<file path="config.mk">
export PLATFORM = sky130hd
export DESIGN_NAME = note_player
export DESIGN_NICKNAME = d
export VERILOG_FILES = /design/src/rtl/note_player_pkg.sv /design/src/rtl/note_player.sv
export SDC_FILE = /design/constraint.sdc
export NUM_CORES = 1
export LEC_CHECK = 0
export CAP_MARGIN = 20
export CORE_MARGIN = 4
export CORE_UTILIZATION = 54
export CTS_BUF_LIST = sky130_fd_sc_hd__clkbuf_4 sky130_fd_sc_hd__clkbuf_8 sky130_fd_sc_hd__clkbuf_16
export DETAILED_ROUTE_END_ITERATION = 10
export PLACE_DENSITY = 0.87
export SKIP_CTS_REPAIR_TIMING = 1
export SLEW_MARGIN = 25
export SYNTH_ARGS = -nofsm -noshare
export SYNTH_HDL_FRONTEND = slang
export SYNTH_SLANG_ARGS = --single-unit
</file>
<file path="constraint.sdc">
create_clock -name clk_in -period 8.4 [get_ports clk_in]
set_input_delay 1.68 -clock clk_in [delete_from_list [all_inputs] [get_ports clk_in]]
set_output_delay 1.68 -clock clk_in [all_outputs]
set_load 0.005 [all_outputs]
</file>
<file path="src/rtl/note_player_pkg.sv">
// note_player_pkg: shared state encoding and constants for note_player
package note_player_pkg;
  typedef enum logic [1:0] {IDLE, LOAD, PLAY} state_t;
  localparam int MIN_PERIOD = 2;
endpackage

</file>
<file path="src/rtl/note_player.sv">
// note_player: plays one PWM note of dur wave periods, pacing itself off an external wrap counter
module note_player
  import note_player_pkg::*;
#(
  parameter int WIDTH     = 32,
  parameter int DUR_WIDTH = 16
) (
  input  logic                 clk_in,
  input  logic                 rst_n_in,
  input  logic                 note_valid_in,
  output logic                 note_ready_out,
  input  logic [WIDTH-1:0]     note_period_in,
  input  logic [WIDTH-1:0]     note_duty_in,
  input  logic [DUR_WIDTH-1:0] note_dur_in,
  input  logic                 stop_in,
  input  logic [WIDTH-1:0]     count_in,
  output logic [WIDTH-1:0]     period_out,
  output logic                 cnt_rst_out,
  output logic                 wave_out,
  output logic                 busy_out,
  output logic                 done_out
);
  state_t               state, state_d;
  logic [WIDTH-1:0]     period_q, period_d, duty_q, duty_d;
  logic [DUR_WIDTH-1:0] rem_q, rem_d;
  logic                 cnt_rst_d, wave_d, done_d, hs, wrap, zero_dur;
  assign note_ready_out = state == IDLE && !stop_in;
  assign hs             = note_valid_in && note_ready_out;
  assign zero_dur       = note_dur_in == '0;
  assign wrap           = state == PLAY && count_in == period_q - WIDTH'(1);
  assign busy_out       = state != IDLE;
  assign period_out     = period_q;
  // stop_in wins over everything; a zero-length note completes straight from IDLE
  always_comb begin
    state_d   = state;
    period_d  = period_q;
    duty_d    = duty_q;
    rem_d     = rem_q;
    cnt_rst_d = 1'b0;
    done_d    = 1'b0;
    wave_d    = state == PLAY && count_in < duty_q && !stop_in;
    if (stop_in) begin
      state_d = IDLE;
    end else if (hs) begin
      period_d  = note_period_in < WIDTH'(MIN_PERIOD) ? WIDTH'(MIN_PERIOD) : note_period_in;
      duty_d    = note_duty_in;
      rem_d     = note_dur_in;
      state_d   = zero_dur ? IDLE : LOAD;
      cnt_rst_d = !zero_dur;
      done_d    = zero_dur;
    end else if (state == LOAD) begin
      state_d = PLAY;
    end else if (wrap) begin
      rem_d   = rem_q == '0 ? '0 : rem_q - DUR_WIDTH'(1);
      state_d = rem_q <= DUR_WIDTH'(1) ? IDLE : PLAY;
      done_d  = rem_q <= DUR_WIDTH'(1);
    end
  end
  always_ff @(posedge clk_in or negedge rst_n_in) begin
    if (!rst_n_in) begin
      state       <= IDLE;
      period_q    <= '0;
      duty_q      <= '0;
      rem_q       <= '0;
      cnt_rst_out <= 1'b0;
      wave_out    <= 1'b0;
      done_out    <= 1'b0;
    end else begin
      state       <= state_d;
      period_q    <= period_d;
      duty_q      <= duty_d;
      rem_q       <= rem_d;
      cnt_rst_out <= cnt_rst_d;
      wave_out    <= wave_d;
      done_out    <= done_d;
    end
  end
endmodule

</file>
==> metrics.csv, run 1 <==
stage,metric,value,unit
status,status,completed,
final_layout,insertedDiodeCount,0,
floorplan,start_util,0.563,
sta,skew,0.00599,ns
worst_setup_path,crit_arrival,3.03,ns
place,globalplace.congestion,0.912,
floorplan,die_y,112,um
yosys,yosys_warnings,0,
global_route,grt_pass1_wl,29.6,mm
worst_setup_path,crit_type,in -> out,
worst_setup_path,start_kind,input pin,
sta,fin_tns_setup,0,ns
worst_setup_path,endpoint_kind,primary output,
yosys,ys_seq_area_frac,0.361,
pwr,sw_frac_of_total,0.360,
floorplan,num_rows,37,
clock_network,numClockSinks,85,
sta,maxSlewViolCount,0,
routing,vias,5860,
routing,drcViolationCount,0,
sta,fin_hold_ws,0.514,ns
sta,fin_crit,4.71,ns
clock_network,tritoncts,yes,
sta,fin_crit_sh,0.560,
sta,setup_viol,0,
routing,ant_nets,0,
sta,fmax,0.213,GHz
hold_path,hp-class,reg -> reg,
routing,drt_wl_total,18.3,mm
clock_network,insertion_delay,0.36,ns
clock_network,cts_inserted_buffers,9,
pwr,power_leakage,0.00325,uW
routing,wl_per_cell,19.0,um
yosys,synth_cell_types,67,
clock_network,h-tree-depth,3,
pwr,p_per_area,194,nW/um^2
routing,vias_per_cell,6.07,
sta,worst_slew_margin_rel,0.365,
routing,first_iter_violations,420,
global_route,groute.usage.overall,0.289,
global_route,grt_pass1_vias,6026,
pwr,p_clk_frac,0.211,
worst_setup_path,critical_path.max_fanout,7,
global_route,gr-total-overflow,0,
worst_setup_path,critPathRequiredTime,6.72,ns
pwr,p_comb_frac,0.388,
final_layout,area_growth,30.4,%
sta,worst_slew_pin_slew,0.948,ns
sta,hold_violations,0,
yosys,synth_edf_count,0,
yosys,synth_flop_cell,dfrtp_1,
yosys,synth.net_count,841,
routing,dr.pass1.iters,5,
yosys,synthCells,690,
pwr,ir_worst_vdd,0.000106,V
pwr,p_seq_frac,0.401,
pwr,internal_power,952,uW
floorplan,fp.dieW,112,um
yosys,synth-async-reset-ratio,1.00,
yosys,synthesis.area,5890,um^2
final_layout,layout-drive-gt1-share,0.0519,
yosys,synth-seq-cells,85,
clock_network,cts.reportedPaths.clkPinSlew,0.08,ns
pwr,p_sw,535,uW
final_layout,final_nets,977,
floorplan,dieArea,12600,um^2
clock_network,cts_root_buf,clkbuf_8,
sta,rsz0062_at_grt,false,
flow_run,cap_violations,0,
yosys,syn_area_per_cell,8.54,um^2
place,dpl.hpwl,14.0,mm
place,io_buffer_count,152,
floorplan,core_area,10500,um^2
global_route,grt_max_degree,123,
global_route,antenna_found_initial,0,
clock_network,clk_path_buf_depth,2,
floorplan,pin_count,153,
[synthesized netlist by cell type, types with 3 or more instances]
cell,number,area (um^2)
a2111oi_4,3,82.6
a211o_1,4,35.0
a211oi_2,3,37.5
a21o_1,18,135
a21oi_1,22,110
a22oi_1,4,30.0
a31oi_1,4,25.0
a32oi_1,3,26.3
and3_1,4,25.0
and4_1,5,43.8
buf_1,5,18.8
buf_6,3,33.8
clkbuf_1,21,78.8
dfrtp_1,85,2130
ha_1,35,438
inv_1,43,161
mux2i_1,4,40.0
nand2_1,141,529
nand2b_1,4,25.0
nand3_1,8,40.0
nand3b_1,9,67.6
nand4_1,14,87.6
nor2_1,29,109
nor2b_1,6,37.5
nor3_1,22,110
nor4_1,25,156
nor4_4,3,63.8
o211ai_1,8,60.1
o21ai_0,49,245
o22ai_1,5,31.3
o41ai_1,4,35.0
or2_2,5,31.3
or3_1,4,25.0
or4_1,9,67.6
xnor2_1,26,228
xor2_1,10,87.6
[cell type report]
type                       instances  area [um^2]
sequential                        85         2130
multi-input combinational        531         3460
inverter                          43          161
clock inverter                     4         75.1
clock buffer                      10          131
fill                             781         2780
tap                              136          170
timing repair buffer             156         1550
[kinds of logic after synthesis]
logic type / count (synthesis) / share of synthesized area
fa+ha+maj: 35 / 0.0743
compound gates: 152 / 0.181
xor+xnor: 37 / 0.0573
simple gates: 303 / 0.268
mux: 4 / 0.00680
flops: 85 / 0.361
buf+inv: 74 / 0.0514
[layout by cell type (no fill, tap or decap), types with 4 or more instances in the layout]
master and count:
mux2i_1 4, nor4_1 25, nand3_1 8, a211o_1 4, and3_1 4, dfrtp_1 85
nand2_1 141, o211ai_1 8, o41ai_1 4, nand3b_1 9, or4_1 9, o22ai_1 5
clkdlybuf4s50_1 151, buf_4 4, or2_2 5, clkbuf_8 9, a31oi_1 4, nor2b_1 6
a21oi_1 22, xor2_1 10, or3_1 4, o21ai_0 49, inv_1 43, nand4_1 14
a21o_1 18, xnor2_1 26, ha_1 35, a22oi_1 4, nor3_1 22, and4_1 5
nor2_1 29, nand2b_1 4
[power groups by stage]
stage	sequential [uW]	combinational (uW)	clock [uW]
after global routing	608	641	335
after floorplan	567	352	0
after detailed placement	600	572	0
after global placement	595	551	0
after CTS	592	577	318
final	596	577	314
[sequential cells by signal, indices dropped and copies added, names as in the netlist]
register	cells
cnt_rst_out	1
duty_q	32
rem_q	16
state	2
wave_out	1
period_out	32
done_out	1
[per-layer routing]
metal	part of all wire	up-vias	track usage	routed length [um]
met5	0	-	0	0
met4	0.026	0	0.0986	468
met3	0.075	36	0.0588	1380
met2	0.49	283	0.499	9080
met1	0.40	2790	0.360	7420
li1	-	2751	-	-
[stage by stage]
| stage | cells | power, uW | instance area, um^2 | utilization | setup slack [ns] |
|---|---|---|---|---|---|
| final | 965 | 1490 | 7680 | 0.734 | 3.69 |
| after global routing | 965 | 1580 | 7680 | 0.734 | 3.61 |
| after CTS | 965 | 1490 | 7680 | 0.734 | 3.68 |
| after detailed placement | 951 | 1170 | 7470 | 0.714 | 3.40 |
| after global placement | 951 | 1150 | 7470 | 0.714 | 3.59 |
| after floorplan | 690 | 919 | 5890 | - | 4.45 |
[critical path, cell delays in order]
cell             delay [ns]
clkdlybuf4s50_1        0.56
nor2_1                 0.24
clkdlybuf4s50_1        0.53
[worst paths after layout]
check                         startpoint             end  slack [ns]  depth (start not counted)
setup / recovery                 stop_in  note_ready_out        3.69                          3
hold / removal                 duty_q[0]       duty_q[0]        0.51                          2
setup reg to reg           period_out[0]        rem_q[6]        4.39                         10
hold reg to reg                duty_q[0]       duty_q[0]        0.51                          2
max in group asynchronous       rst_n_in      duty_q[11]        6.08                          2
min in group asynchronous       rst_n_in      duty_q[18]        1.22                          1
(Power assumes the default switching activity.)
==> run 2, diff against run 1 <==
CORE_UTILIZATION = 45   (was 54)
PLACE_DENSITY = 0.78   (was 0.87)
clock period = 4 ns   (was 8.4 ns; I/O delays follow)
==> run 2 against run 1 <==
  * Hold slack worse by 0.015 ns
  * Register-to-register slack worse by 4.1 ns
  * Final area grew 2.9%
  * Highest routed layer unchanged
  * Global-route usage fell by 3.9 points
  * Critical path depth up 6
  * Combinational power is 110% higher
  * Non-clock buffer count grew 11
==> metrics.csv, run 2 (same netlist as run 1, synthesis figures left out) <==
stage,metric,value,unit,change
sta,maxSlewViolCount,0,,unchanged
clock_network,h-tree-depth,3,,unchanged
place,dpl.hpwl,14.3,mm,+1.8%
worst_setup_path,crit_type,reg -> reg,,
global_route,groute.usage.overall,0.250,,-0.0387
final_layout,final_common_cell,clkdlybuf4s50_1,,
pwr,p_per_area,426,nW/um^2,+120%
clock_network,cts.reportedPaths.clkPinSlew,0.06,ns,-0.02 ns
sta,worst_slew_pin_slew,0.795,ns,-0.154 ns
global_route,gr-total-overflow,0,,unchanged
final_layout,area_growth,34.2,%,
worst_setup_path,endpoint_kind,flip-flop,,
routing,vias,5844,,-0.27%
sta,rsz0062_at_grt,false,,
routing,ant_nets,0,,unchanged
worst_setup_path,start_kind,flip-flop,,
sta,fmax,0.273,GHz,
final_layout,utilization,0.622,,-0.113
final_layout,insertedDiodeCount,0,,unchanged
floorplan,pin_count,153,,unchanged
clock_network,cts_inserted_buffers,9,,unchanged
global_route,grt_max_degree,86,,-30%
global_route,grt_pass1_vias,5770,,-4.2%
status,status,completed,,
place,post_dp_cell_area,7600,um^2,+1.8%
sta,fin_crit_sh,0.917,,
flow_run,cap_violations,0,,unchanged
clock_network,tritoncts,yes,,
worst_setup_path,crit_arrival,3.91,ns,+0.88 ns
hold_path,hp-class,reg -> reg,,
routing,drcViolationCount,0,,unchanged
worst_setup_path,critPathRequiredTime,4.24,ns,-2.48 ns
floorplan,num_rows,41,,+11%
routing,drt_wl_total,18.6,mm,+1.7%
clock_network,numClockSinks,85,,unchanged
floorplan,dieArea,15000,um^2,+19%
final_layout,finalInstanceArea,7910,um^2,+2.9%
routing,vias_per_cell,5.77,,-5.0%
worst_setup_path,critical_path.max_fanout,6,,-1
sta,skew,0.00586,ns,-0.000130 ns
global_route,antenna_found_initial,0,,unchanged
clock_network,cts_root_buf,clkbuf_16,,
floorplan,start_util,0.463,,-0.100
routing,first_iter_violations,469,,+12%
sta,worst_slew_margin_rel,0.470,,+0.105
pwr,power_leakage,0.00336,uW,+3.4%
final_layout,mostFrequentLayoutCells,"151 x clkdlybuf4s50_1, 141 x nand2_1, 85 x dfrtp_1",,
sta,fin_hold_ws,0.499,ns,-0.0151 ns
sta,fin_tns_setup,0,ns,unchanged
clock_network,insertion_delay,0.35,ns,about the same
place,io_buffer_count,152,,unchanged
global_route,grt_pass1_wl,29.6,mm,about the same
clock_network,clk_path_buf_depth,2,,unchanged
final_layout,final_nets,988,,+1.1%
routing,wl_per_cell,18.4,um,-3.1%
floorplan,fp.dieW,122,um,+8.9%
sta,setup_viol,0,,unchanged
floorplan,core_area,12700,um^2,+22%
sta,hold_violations,0,,unchanged
routing,dr.pass1.iters,5,,unchanged
place,globalplace.congestion,0.912,,about the same
sta,fin_crit,3.67,ns,
floorplan,die_y,122,um,+8.9%
final_layout,layout-drive-gt1-share,0.0654,,+0.0135
pwr,ir_worst_vdd,0.000170,V,+61%
-- run 2: metrics by stage --
stage               instances  total power [uW]  setup WS (ns)
floorplan                 690              1930          0.627
global placement          998              2450          0.223
detailed placement        998              2490          0.203
CTS                      1013              3370          0.368
global route             1013              3570          0.165
finish                   1013              3360          0.334
-- run 2: worst paths after layout --
kind / startpoint / to / slack (ns) / cells after the start
max: period_out[0] / done_out / 0.33 / 9
min in group asynchronous: rst_n_in / duty_q[20] / 0.52 / 1
min: duty_q[0] / duty_q[0] / 0.50 / 2
min reg2reg: duty_q[0] / duty_q[0] / 0.50 / 2
max in group asynchronous: rst_n_in / done_out / 2.95 / 1
max reg2reg: period_out[0] / done_out / 0.33 / 9
-- run 2: power by group --
part / total, uW / internal [uW] / switching [uW]
combinational: 1240 / 632 / 607
clock: 873 / 523 / 350
sequential: 1250 / 1040 / 216
total: 3360 / 2190 / 1170
-- run 2: worst max-delay path, stage by stage, from the launching register on --
cell and delay [ns]:
dfrtp_1 0.44, inv_1 0.10, ha_1 0.22, or4b_4 0.54, nor2_1 0.36, a21oi_1 0.17, a2111oi_4 0.33, nand4_2 0.25
or4_1 0.75, a2111oi_4 0.39
-- run 2: final cells by class --
cell class / count / area, um^2
clock buffer: 12 / 260
clock inverter: 3 / 43.8
fill: 1151 / 4810
inverter: 43 / 161
multi-input combinational: 531 / 3460
sequential: 85 / 2130
tap: 172 / 215
timing repair buffer: 167 / 1640
-- run 2: metal layers --
metal,wire [um],vias to the layer above,share of wire,global-route usage
met4,303,0,0.016,0.0833
li1,-,2785,-,-
met5,0,-,0,0
met2,8830,243,0.47,0.404
met1,8210,2794,0.44,0.344
met3,1310,22,0.070,0.0382
